File: src/rtl/key_lock_pkg.sv
// rtl/key_lock_pkg.sv - shared key codes, FSM state encoding and key helpers for the code lock
package key_lock_pkg;

    localparam logic [3:0] KEY_CLR = 4'd10;
    localparam logic [3:0] KEY_ENT = 4'd11;
    localparam logic [3:0] KEY_SET = 4'd12;

    typedef enum logic [1:0] {
        ST_ENTRY,
        ST_UNLOCKED,
        ST_SET_ENTRY,
        ST_LOCKOUT
    } state_t;

    // Keys 0-9 are digits; everything above is a command or unused.
    function automatic logic is_digit(input logic [3:0] key);
        return key <= 4'd9;
    endfunction

endpackage

File: src/rtl/key_event_detect.sv
// rtl/key_event_detect.sv - turns the scanner's key-held level into a one-cycle press event
module key_event_detect (
    input  logic       clk,
    input  logic       rst,
    input  logic       key_valid,
    input  logic [3:0] key_code,
    output logic       key_event,
    output logic [3:0] event_code
);

    logic key_valid_d;

    // Previous key_valid level; resets high so a key held through reset is not an event.
    always_ff @(posedge clk or posedge rst) begin
        if (rst) begin
            key_valid_d <= 1'b1;
        end else begin
            key_valid_d <= key_valid;
        end
    end

    assign key_event  = key_valid & ~key_valid_d;
    assign event_code = key_code;

endmodule

File: src/rtl/key_code_lock.sv
// rtl/key_code_lock.sv - keypad code lock: entry buffer, stored code, fail counter, unlock/lockout timer
module key_code_lock
    import key_lock_pkg::*;
#(
    parameter int                      NUM_DIGITS     = 4,
    parameter logic [4*NUM_DIGITS-1:0] DEFAULT_CODE   = 16'h1234,
    parameter int                      MAX_FAILS      = 3,
    parameter int                      UNLOCK_CYCLES  = 500,
    parameter int                      LOCKOUT_CYCLES = 1000
) (
    input  logic                              clk,
    input  logic                              rst,
    input  logic                              key_valid,
    input  logic [3:0]                        key_code,
    output logic [4*NUM_DIGITS-1:0]           disp_digits,
    output logic [$clog2(NUM_DIGITS+1)-1:0]   digit_count,
    output logic                              unlocked,
    output logic                              setting,
    output logic                              alarm,
    output logic [$clog2(MAX_FAILS+1)-1:0]    fail_count
);

    localparam int DW   = 4 * NUM_DIGITS;
    localparam int CW   = $clog2(NUM_DIGITS + 1);
    localparam int FW   = $clog2(MAX_FAILS + 1);
    localparam int TMAX = (UNLOCK_CYCLES > LOCKOUT_CYCLES) ? UNLOCK_CYCLES : LOCKOUT_CYCLES;
    localparam int TW   = (TMAX > 1) ? $clog2(TMAX) : 1;

    logic          key_event;
    logic [3:0]    event_code;
    logic [DW-1:0] code_reg;
    logic [TW-1:0] timer;
    state_t        state;
    logic          buf_full;
    logic [DW-1:0] buf_shifted;

    key_event_detect u_event (
        .clk        (clk),
        .rst        (rst),
        .key_valid  (key_valid),
        .key_code   (key_code),
        .key_event  (key_event),
        .event_code (event_code)
    );

    // Shift is written as a multiply-free shift/OR so it also holds for a single-digit code.
    assign buf_full    = (digit_count == CW'(NUM_DIGITS));
    assign buf_shifted = (disp_digits << 4) | DW'(event_code);

    // Lock FSM with registered indications; key events act on the edge they are detected.
    always_ff @(posedge clk or posedge rst) begin
        if (rst) begin
            state       <= ST_ENTRY;
            disp_digits <= '0;
            digit_count <= '0;
            unlocked    <= 1'b0;
            setting     <= 1'b0;
            alarm       <= 1'b0;
            fail_count  <= '0;
            code_reg    <= DEFAULT_CODE;
            timer       <= '0;
        end else begin
            case (state)
                ST_ENTRY: begin
                    if (key_event) begin
                        if (is_digit(event_code)) begin
                            if (!buf_full) begin
                                disp_digits <= buf_shifted;
                                digit_count <= digit_count + CW'(1);
                            end
                        end else if (event_code == KEY_CLR) begin
                            disp_digits <= '0;
                            digit_count <= '0;
                        end else if (event_code == KEY_ENT) begin
                            disp_digits <= '0;
                            digit_count <= '0;
                            if (buf_full && disp_digits == code_reg) begin
                                state      <= ST_UNLOCKED;
                                unlocked   <= 1'b1;
                                fail_count <= '0;
                                timer      <= TW'(UNLOCK_CYCLES - 1);
                            end else begin
                                fail_count <= fail_count + FW'(1);
                                if (fail_count + FW'(1) == FW'(MAX_FAILS)) begin
                                    state <= ST_LOCKOUT;
                                    alarm <= 1'b1;
                                    timer <= TW'(LOCKOUT_CYCLES - 1);
                                end
                            end
                        end
                    end
                end

                ST_UNLOCKED: begin
                    // A key event at the expiry cycle holds the lock open for that cycle.
                    if (key_event && event_code == KEY_CLR) begin
                        state    <= ST_ENTRY;
                        unlocked <= 1'b0;
                    end else if (key_event && event_code == KEY_SET) begin
                        state       <= ST_SET_ENTRY;
                        setting     <= 1'b1;
                        disp_digits <= '0;
                        digit_count <= '0;
                    end else if (!key_event && timer == '0) begin
                        state    <= ST_ENTRY;
                        unlocked <= 1'b0;
                    end else if (timer != '0) begin
                        timer <= timer - TW'(1);
                    end
                end

                ST_SET_ENTRY: begin
                    if (key_event) begin
                        if (is_digit(event_code)) begin
                            if (!buf_full) begin
                                disp_digits <= buf_shifted;
                                digit_count <= digit_count + CW'(1);
                            end
                        end else if ((event_code == KEY_ENT && buf_full) || event_code == KEY_CLR) begin
                            if (event_code == KEY_ENT) begin
                                code_reg <= disp_digits;
                            end
                            state       <= ST_ENTRY;
                            unlocked    <= 1'b0;
                            setting     <= 1'b0;
                            disp_digits <= '0;
                            digit_count <= '0;
                        end
                    end
                end

                ST_LOCKOUT: begin
                    if (timer == '0) begin
                        state      <= ST_ENTRY;
                        alarm      <= 1'b0;
                        fail_count <= '0;
                    end else begin
                        timer <= timer - TW'(1);
                    end
                end

                default: state <= ST_ENTRY;
            endcase
        end
    end

endmodule

File: config.mk
export PLATFORM = sky130hd
export DESIGN_NAME = key_code_lock
export DESIGN_NICKNAME = d
export VERILOG_FILES = /design/src/rtl/key_lock_pkg.sv /design/src/rtl/key_event_detect.sv /design/src/rtl/key_code_lock.sv
export SDC_FILE = /design/constraint.sdc
export NUM_CORES = 1
export LEC_CHECK = 0
export BUFFER_PORTS_ARGS = -buffer_cell sky130_fd_sc_hd__buf_4
export CAP_MARGIN = 20
export CORE_MARGIN = 2
export CORE_UTILIZATION = 35
export CTS_BUF_LIST = sky130_fd_sc_hd__clkbuf_2 sky130_fd_sc_hd__clkbuf_4 sky130_fd_sc_hd__clkbuf_8
export CTS_CLUSTER_DIAMETER = 150
export CTS_CLUSTER_SIZE = 12
export DETAILED_ROUTE_END_ITERATION = 6
export HOLD_SLACK_MARGIN = 0.03
export MAX_ROUTING_LAYER = met4
export SLEW_MARGIN = 20
export SYNTH_ARGS = -nofsm -noshare
export SYNTH_HDL_FRONTEND = slang
export SYNTH_SLANG_ARGS = --single-unit
File: constraint.sdc
create_clock -name clk -period 2.8 [get_ports clk]
set_input_delay 0.42 -clock clk [delete_from_list [all_inputs] [get_ports clk]]
set_output_delay 0.42 -clock clk [all_outputs]
set_load 0.02 [all_outputs]
==> flow_metrics.tcl, run 1 <==
set metrics [dict create \
    status "completed" \
    die_width_microns 94.7 \
    ios 31 \
    ant_nets 0 \
    synth_edf_count 0 \
    final_common_cell "dfrtp_1" \
    slew_viol_final 0 \
    cp_slowest_cell "dfrtp_1" \
    final_cell_mix "47 x dfrtp_1, 35 x buf_4, 19 x nand2_1" \
    crit_buf_inv 2 \
    cts_inserted_buffers 5 \
    grt_use_total 0.155 \
    grt_pass1_vias 2171 \
    wl_per_cell_microns 14.8 \
    async_flop_share 1.00 \
    maxCapViolCount 0 \
    hold_viol_final 0 \
    num_vias 2216 \
    diodes 0 \
    dieArea_sq_mm 0.00896 \
    dp.cells 408 \
    syn_nets 294 \
    critPathTopFamily "simple AND/OR/NAND/NOR gates" \
    fmax_mhz 403 \
    io_buffer_count 30 \
    start_kind "flop" \
    cts.path.max_buffers 2 \
    rsz0062_at_grt "false" \
    globalRouteOverflowTotal 0 \
    crit_chain "inv_1, ha_1, or2_2, nand4_1, nand4_1, a211oi_2, buf_4, o21ai_0, a32o_1" \
    worstMarginPinSlew_ns 0.760 \
    ys_ff_latch 53 \
    slowest_delay_ns 0.45 \
    cts_hold_buf 0 \
    hold_path.class "in -> reg" \
    setup_tns_ns 0 \
    p_leak_nw 1.61 \
    cp_data_required_time_ns 3.01 \
    fin_worst_skew_ns 0.00701 \
    cp_common_cell "nand4_1" \
    clk_latency_ns 0.31 \
    fp-row-count 33 \
    synth.distinct_cells 49 \
    drive_gt1_frac 0.206 \
    cts_setup_buffers 0 \
    clkTransAtPathRegs_ns 0.10 \
    p_int_mw 1.60 \
    grt_pass1_wl_microns 10500 \
    cts.sinks 53 \
    finalSetupViolations 0 \
    syn-cell-area_sq_mm 0.00288 \
    slew_headroom 0.493 \
    design_area_sq_mm 0.00333 \
    areaGrowthSynthToFinish_pct 15.6 \
    placed_area_sq_mm 0.00323 \
    post_cts_resized 0 \
    final_util 0.411 \
    place.gp.congestion 0.834 \
    synthDominantAreaCellType "dfrtp_1" \
    syn_area_per_cell_sq_um 10.4 \
    core_area_sq_mm 0.00809 \
    synth_cells 277 \
    cts-htree-levels 2 \
    antenna_found_initial 0 \
    drc 0 \
    whs_ns 0.218 \
    period_share 0.887 \
    p_sw_frac 0.408 \
    ys_warn_count 0 \
    hpwl_microns 4400 \
    nNetsFinal 327 \
    yosysSeqAreaShare 0.464 \
    vias_per_cell 5.33 \
    grt_max_degree 54 \
    pwr-share-seq 0.425 \
    cts_root_buf "clkbuf_8" \
    cp-end-kind "flop" \
    drt-total-wl_microns 6170 \
    ir_worst_vdd_v 0.000261 \
    synth_ff_type "dfrtp_1" \
    yosys-top-cells-area "dfrtp_1 41%, dfstp_2 5.5%, a22o_1 4.9%, xor2_1 4.9%, ha_1 4.3%" \
    crit_fanout 13 \
    min_period_ns 2.48 \
    worstSetupPathType "reg -> reg" \
    drt_iter0_drc 226 \
    cellPowerDensity_mw_per_mm2 810 \
    p_comb_frac 0.399 \
    final-instance-count-excl-fill 416 \
    synth_top_area_share 0.409 \
    p_sw_mw 1.10 \
    p_clk_frac 0.176 \
    drt_first_pass_iters 4 \
    cts_tree "built" \
    critPathArrivalTime_ns 2.70 \
    die_y_microns 94.7 \
    start_util 0.355 \
]
[final cells by class]
cell class	count	area [sq um]
clock buffer	6	82.6
sequential	53	1330
fill	802	4770
timing repair buffer	35	263
inverter	15	56.3
multi-input combinational	200	1440
clock inverter	2	17.5
tap	105	131
[metrics by stage]
stage,setup WS (ns),power [mW]
final,0.317,2.69
after global routing,0.0837,2.90
after CTS,0.288,2.73
after global placement,0.311,2.23
after detailed placement,0.302,2.25
after floorplan,0.710,1.82
[power by group through the flow]
stage / Sequential [mW] / Combinational, mW / Clock (mW)
6_report: 1.14 / 1.08 / 0.475
5_1_grt: 1.18 / 1.20 / 0.522
4_1_cts: 1.15 / 1.09 / 0.493
3_5_place_dp: 1.16 / 1.09 / 0
3_3_place_gp: 1.16 / 1.07 / 0
2_1_floorplan: 1.25 / 0.567 / 0
[synth_stat cells (5+ instances only)]
library cell and count:
mux2_1 10, ha_1 10, o21ai_0 13, dfstp_2 6
xor2_1 16, nand3_1 10, dfrtp_1 47, nor3_1 9
a22o_1 16, clkbuf_1 5, inv_1 15, mux2_2 7
nor2_1 15, nand2_1 19, a31oi_1 7, a21oi_1 13
[logic make-up (layout without fill, tap and decap cells)]
group	Yosys count	in the layout	share of synthesized area
flip-flops	53	53	0.464
adder cells (fa/ha/maj)	10	10	0.0435
XOR/XNOR	17	17	0.0518
AO/OA/AOI/OAI	71	71	0.174
multiplexers	19	19	0.0735
AND/OR/NAND/NOR	83	83	0.159
buffers and inverters	24	58	0.0352
[per-layer routing]
metal	routed length [microns]	global-route usage
met5	0	-
met4	122	0.0543
met3	283	0.0271
met2	2770	0.232
met1	2990	0.212
[worst paths after layout]
path / startpoint / end / slack (ns) / cells past startpoint
setup / recovery: state[1]$_DFFE_PP0P_ / timer[3]$_DFFE_PP0P_ / 0.32 / 9
hold / removal: key_valid / u_event.key_valid_d$_DFF_PP1_ / 0.22 / 1
setup reg to reg: state[1]$_DFFE_PP0P_ / timer[3]$_DFFE_PP0P_ / 0.32 / 9
hold reg to reg: timer[8]$_DFFE_PP0P_ / timer[8]$_DFFE_PP0P_ / 0.50 / 1
max in group asynchronous: rst / disp_digits[1]$_DFFE_PP0P_ / 2.07 / 3
min in group asynchronous: rst / digit_count[1]$_DFFE_PP0P_ / 0.29 / 3
Note: power is estimated with default switching activity, not from simulation.
==> run 2, diff against run 1 <==
--- a/config.mk
+++ b/config.mk
@@ -15,6 +15,7 @@
 export DETAILED_ROUTE_END_ITERATION = 6
 export HOLD_SLACK_MARGIN = 0.03
 export MAX_ROUTING_LAYER = met4
+export PLACE_DENSITY = 0.53
 export SLEW_MARGIN = 20
 export SYNTH_ARGS = -nofsm -noshare
 export SYNTH_HDL_FRONTEND = slang
==> flow_metrics.tcl, run 2 (synthesized netlist as in run 1, its figures left out) <==
set metrics [dict create \
    status "completed" \
    core_area_sq_mm 0.00809 \
    min_period_ns 2.53 \
    cts_setup_buffers 0 \
    wl_per_cell_microns 15.4 \
    p_leak_nw 1.63 \
    whs_ns 0.163 \
    cp_data_required_time_ns 3.00 \
    dieArea_sq_mm 0.00896 \
    fmax_mhz 396 \
    grt_use_total 0.160 \
    worstSetupPathType "reg -> reg" \
    diodes 0 \
    setup_tns_ns 0 \
    grt_max_degree 30 \
    cp-end-kind "flop" \
    cellPowerDensity_mw_per_mm2 811 \
    antenna_found_initial 0 \
    slew_headroom 0.594 \
    critPathArrivalTime_ns 2.72 \
    hpwl_microns 4800 \
    drt_iter0_drc 171 \
    rsz0062_at_grt "false" \
    slew_viol_final 0 \
    cts_tree "built" \
    fin_worst_skew_ns 0.00977 \
    cts_inserted_buffers 5 \
    crit_fanout 12 \
    drt_first_pass_iters 4 \
    globalRouteOverflowTotal 0 \
    period_share 0.902 \
    areaGrowthSynthToFinish_pct 16.7 \
    die_y_microns 94.7 \
    place.gp.congestion 0.902 \
    final_util 0.415 \
    grt_pass1_vias 2157 \
    drt-total-wl_microns 6470 \
    drc 0 \
    cts.path.max_buffers 2 \
    design_area_sq_mm 0.00336 \
    power_mw 2.72 \
    fp-row-count 33 \
    placed_area_sq_mm 0.00326 \
    cts.sinks 53 \
    ant_nets 0 \
    hold_path.class "in -> async" \
    vias_per_cell 5.29 \
    post_cts_resized 0 \
    io_buffer_count 30 \
    start_util 0.355 \
    ios 31 \
    maxCapViolCount 0 \
    clk_latency_ns 0.32 \
    cts_root_buf "clkbuf_8" \
    start_kind "flop" \
    num_vias 2223 \
    cts_hold_buf 0 \
    nNetsFinal 331 \
    hold_viol_final 0 \
    clkTransAtPathRegs_ns 0.11 \
    drive_gt1_frac 0.216 \
    worstMarginPinSlew_ns 0.609 \
    final_cell_mix "47 x dfrtp_1, 39 x buf_4, 19 x nand2_1" \
    ir_worst_vdd_v 0.000331 \
    finalSetupViolations 0 \
    cts-htree-levels 2 \
    die_width_microns 94.7 \
    final_common_cell "dfrtp_1" \
    grt_pass1_wl_microns 10900 \
]
## run 2: changes by cell type in the layout (fill, tap and decap cells not counted), sizes merged
cell and change:
buf +4
## run 2: critical path: stages, from the launching register on
cell	delay, ns
dfrtp_1	0.48
ha_1	0.30
or2_2	0.42
nand4_1	0.11
nand4_1	0.20
a211oi_2	0.36
buf_4	0.23
and2_1	0.19
a31oi_1	0.10
## run 2: through the flow
stage / cells / setup slack, ns
floorplan: 277 / 0.710
detailed placement: 412 / 0.329
global route: 420 / 0.111
finish: 420 / 0.274
CTS: 420 / 0.301
global placement: 412 / 0.415
## run 2: area by class of cell
class / instances / area (sq um)
Multi-Input combinational cell: 200 / 1440
Clock inverter: 2 / 17.5
Fill cell: 855 / 4740
Tap cell: 105 / 131
Timing Repair Buffer: 39 / 293
Clock buffer: 6 / 82.6
Inverter: 15 / 56.3
Sequential cell: 53 / 1330
## run 2: final timing paths
path                            depth (start not counted)                             to  slack, ns                 start
worst min-delay path                                    2     digit_count[2]$_DFFE_PP0P_       0.16                   rst
worst max-delay path                                    8           timer[8]$_DFFE_PP0P_       0.27  state[0]$_DFFE_PP0P_
worst min register to register                          1           timer[8]$_DFFE_PP0P_       0.51  timer[8]$_DFFE_PP0P_
max in group asynchronous                               3  u_event.key_valid_d$_DFF_PP1_       1.96                   rst
min in group clk                                        1  u_event.key_valid_d$_DFF_PP1_       0.21             key_valid
worst max register to register                          8           timer[8]$_DFFE_PP0P_       0.27  state[0]$_DFFE_PP0P_
## run 2: routing by layer
layer / track usage / part of all wire / vias to the layer above
li1: - / - / 1080
met2: 0.223 / 0.44 / 46
met3: 0.0208 / 0.034 / 9
met4: 0.0616 / 0.017 / 0
met1: 0.237 / 0.51 / 1088
met5: - / 0 / -
## run 2: power breakdown
part / switching [mW] / internal, mW
combinational: 0.637 / 0.470
clock: 0.279 / 0.206
sequential: 0.205 / 0.925
total: 1.12 / 1.60
==> run 3, diff against run 2 <==
--- a/config.mk
+++ b/config.mk
@@ -16,7 +16,7 @@
 export HOLD_SLACK_MARGIN = 0.03
 export MAX_ROUTING_LAYER = met4
 export PLACE_DENSITY = 0.53
-export SLEW_MARGIN = 20
+export RECOVER_POWER = 50
 export SYNTH_ARGS = -nofsm -noshare
 export SYNTH_HDL_FRONTEND = slang
 export SYNTH_SLANG_ARGS = --single-unit
==> flow_metrics.tcl, run 3 (synthesized netlist as in run 1, its figures left out) <==
set metrics [dict create \
    final_common_cell "dfrtp_1" \
    grt_max_degree 30 \
    antenna_found_initial 0 \
    fmax_mhz 397 \
    ios 31 \
    grt_pass1_vias 2157 \
    critPathArrivalTime_ns 2.71 \
    grt_use_total 0.160 \
    die_width_microns 94.7 \
    cts-htree-levels 2 \
    cts_inserted_buffers 5 \
    worstSetupPathType "reg -> reg" \
    cts_hold_buf 0 \
    areaGrowthSynthToFinish_pct 14.8 \
    dieArea_sq_mm 0.00896 \
    cts.sinks 53 \
    start_util 0.355 \
    cts.path.max_buffers 2 \
    vias_per_cell 5.29 \
    maxCapViolCount 0 \
    crit_buf_inv 1 \
    crit_fanout 12 \
    drt_iter0_drc 158 \
    clk_latency_ns 0.32 \
    cp_slowest_cell "dfrtp_1" \
    die_y_microns 94.7 \
    min_period_ns 2.52 \
    fin_worst_skew_ns 0.00915 \
    drt-total-wl_microns 6470 \
    drive_gt1_frac 0.168 \
    cts_root_buf "clkbuf_8" \
    cp_data_required_time_ns 3.00 \
    power_mw 2.68 \
    slew_headroom 0.287 \
    p_leak_nw 1.58 \
    grt_pass1_wl_microns 10900 \
    fin_ws_ns 0.283 \
    cts_setup_buffers 0 \
    fp-row-count 33 \
    pre_cts_slack_ns 0.329 \
    start_kind "flop" \
    ir_worst_vdd_v 0.000331 \
    place.gp.congestion 0.902 \
    finalSetupViolations 0 \
    drt_first_pass_iters 4 \
    cp_common_cell "nand4_1" \
    core_area_sq_mm 0.00809 \
    rsz0062_at_grt "false" \
    worstMarginPinSlew_ns 1.07 \
    nNetsFinal 331 \
    cellPowerDensity_mw_per_mm2 811 \
    num_vias 2222 \
    globalRouteOverflowTotal 0 \
    cp-end-kind "flop" \
    io_buffer_count 30 \
    slowest_delay_ns 0.48 \
    setup_tns_ns 0 \
    status "completed" \
    cts_tree "built" \
    critPathTopFamily "simple AND/OR/NAND/NOR gates" \
    diodes 0 \
    hold_viol_final 0 \
    final_cell_mix "47 x dfrtp_1, 24 x buf_4, 19 x nand2_1" \
    drc 0 \
    nFillCells 871 \
    ant_nets 0 \
    hpwl_microns 4800 \
    crit_chain "ha_1, or2_2, nand4_1, nand4_1, a211oi_2, buf_4, and2_1, a31oi_1" \
    period_share 0.899 \
    clkTransAtPathRegs_ns 0.10 \
    wl_per_cell_microns 15.4 \
    post_cts_resized 0 \
    hold_path.class "in -> reg" \
    slew_viol_final 0 \
    final_util 0.408 \
]
-- run 3: changes by cell type in the layout (fill, tap and decap cells not counted), sizes merged --
| cell | change |
|---|---|
| buf | -15 |
| clkbuf | +15 |
-- run 3: worst paths after layout --
check / startpoint / end / slack, ns / depth (start not counted)
setup / recovery: state[0]$_DFFE_PP0P_ / timer[8]$_DFFE_PP0P_ / 0.28 / 8
hold / removal: key_valid / u_event.key_valid_d$_DFF_PP1_ / 0.21 / 1
setup reg to reg: state[0]$_DFFE_PP0P_ / timer[8]$_DFFE_PP0P_ / 0.28 / 8
hold reg to reg: timer[8]$_DFFE_PP0P_ / timer[8]$_DFFE_PP0P_ / 0.51 / 1
max in group asynchronous: rst / timer[9]$_DFFE_PP0P_ / 1.16 / 3
min in group asynchronous: rst / digit_count[2]$_DFFE_PP0P_ / 0.36 / 2
-- run 3: report_power, final --
part	internal [mW]	switching, mW	leakage [nW]
clock	0.206	0.279	0.0518
combinational	0.429	0.638	0.845
sequential	0.925	0.203	0.684
total	1.56	1.12	1.58
-- run 3: worst reg2reg max path, cell delays in order (launching register included) --
cell and delay, ns:
dfrtp_1 0.48, ha_1 0.30, or2_2 0.42, nand4_1 0.11, nand4_1 0.20, a211oi_2 0.36
buf_4 0.23, and2_1 0.19, a31oi_1 0.10
-- run 3: through the flow --
| stage | cells | area (sq um) | hold slack, ns |
|---|---|---|---|
| detailed placement | 412 | 3260 | 0.495 |
| global placement | 412 | 3260 | 0.490 |
| finish | 420 | 3300 | 0.210 |
| CTS | 420 | 3360 | 0.190 |
| global route | 420 | 3300 | 0.217 |
| floorplan | 277 | 2880 | 0.424 |
-- run 3: metal layers --
layer,up-vias,GRT usage,routed length [microns]
li1,1080,-,-
met1,1085,0.237,3310
met2,49,0.223,2850
met3,8,0.0208,209
met4,0,0.0616,107
met5,-,-,0
-- run 3: area by class of cell --
cell class | count | area (sq um) | area share
clock buffer | 6 | 82.6 | 0.0250
clock inverter | 2 | 17.5 | 0.00530
inverter | 15 | 56.3 | 0.0170
multi-input combinational | 200 | 1440 | 0.436
sequential | 53 | 1330 | 0.404
tap | 105 | 131 | 0.0398
timing repair buffer | 39 | 240 | 0.0727
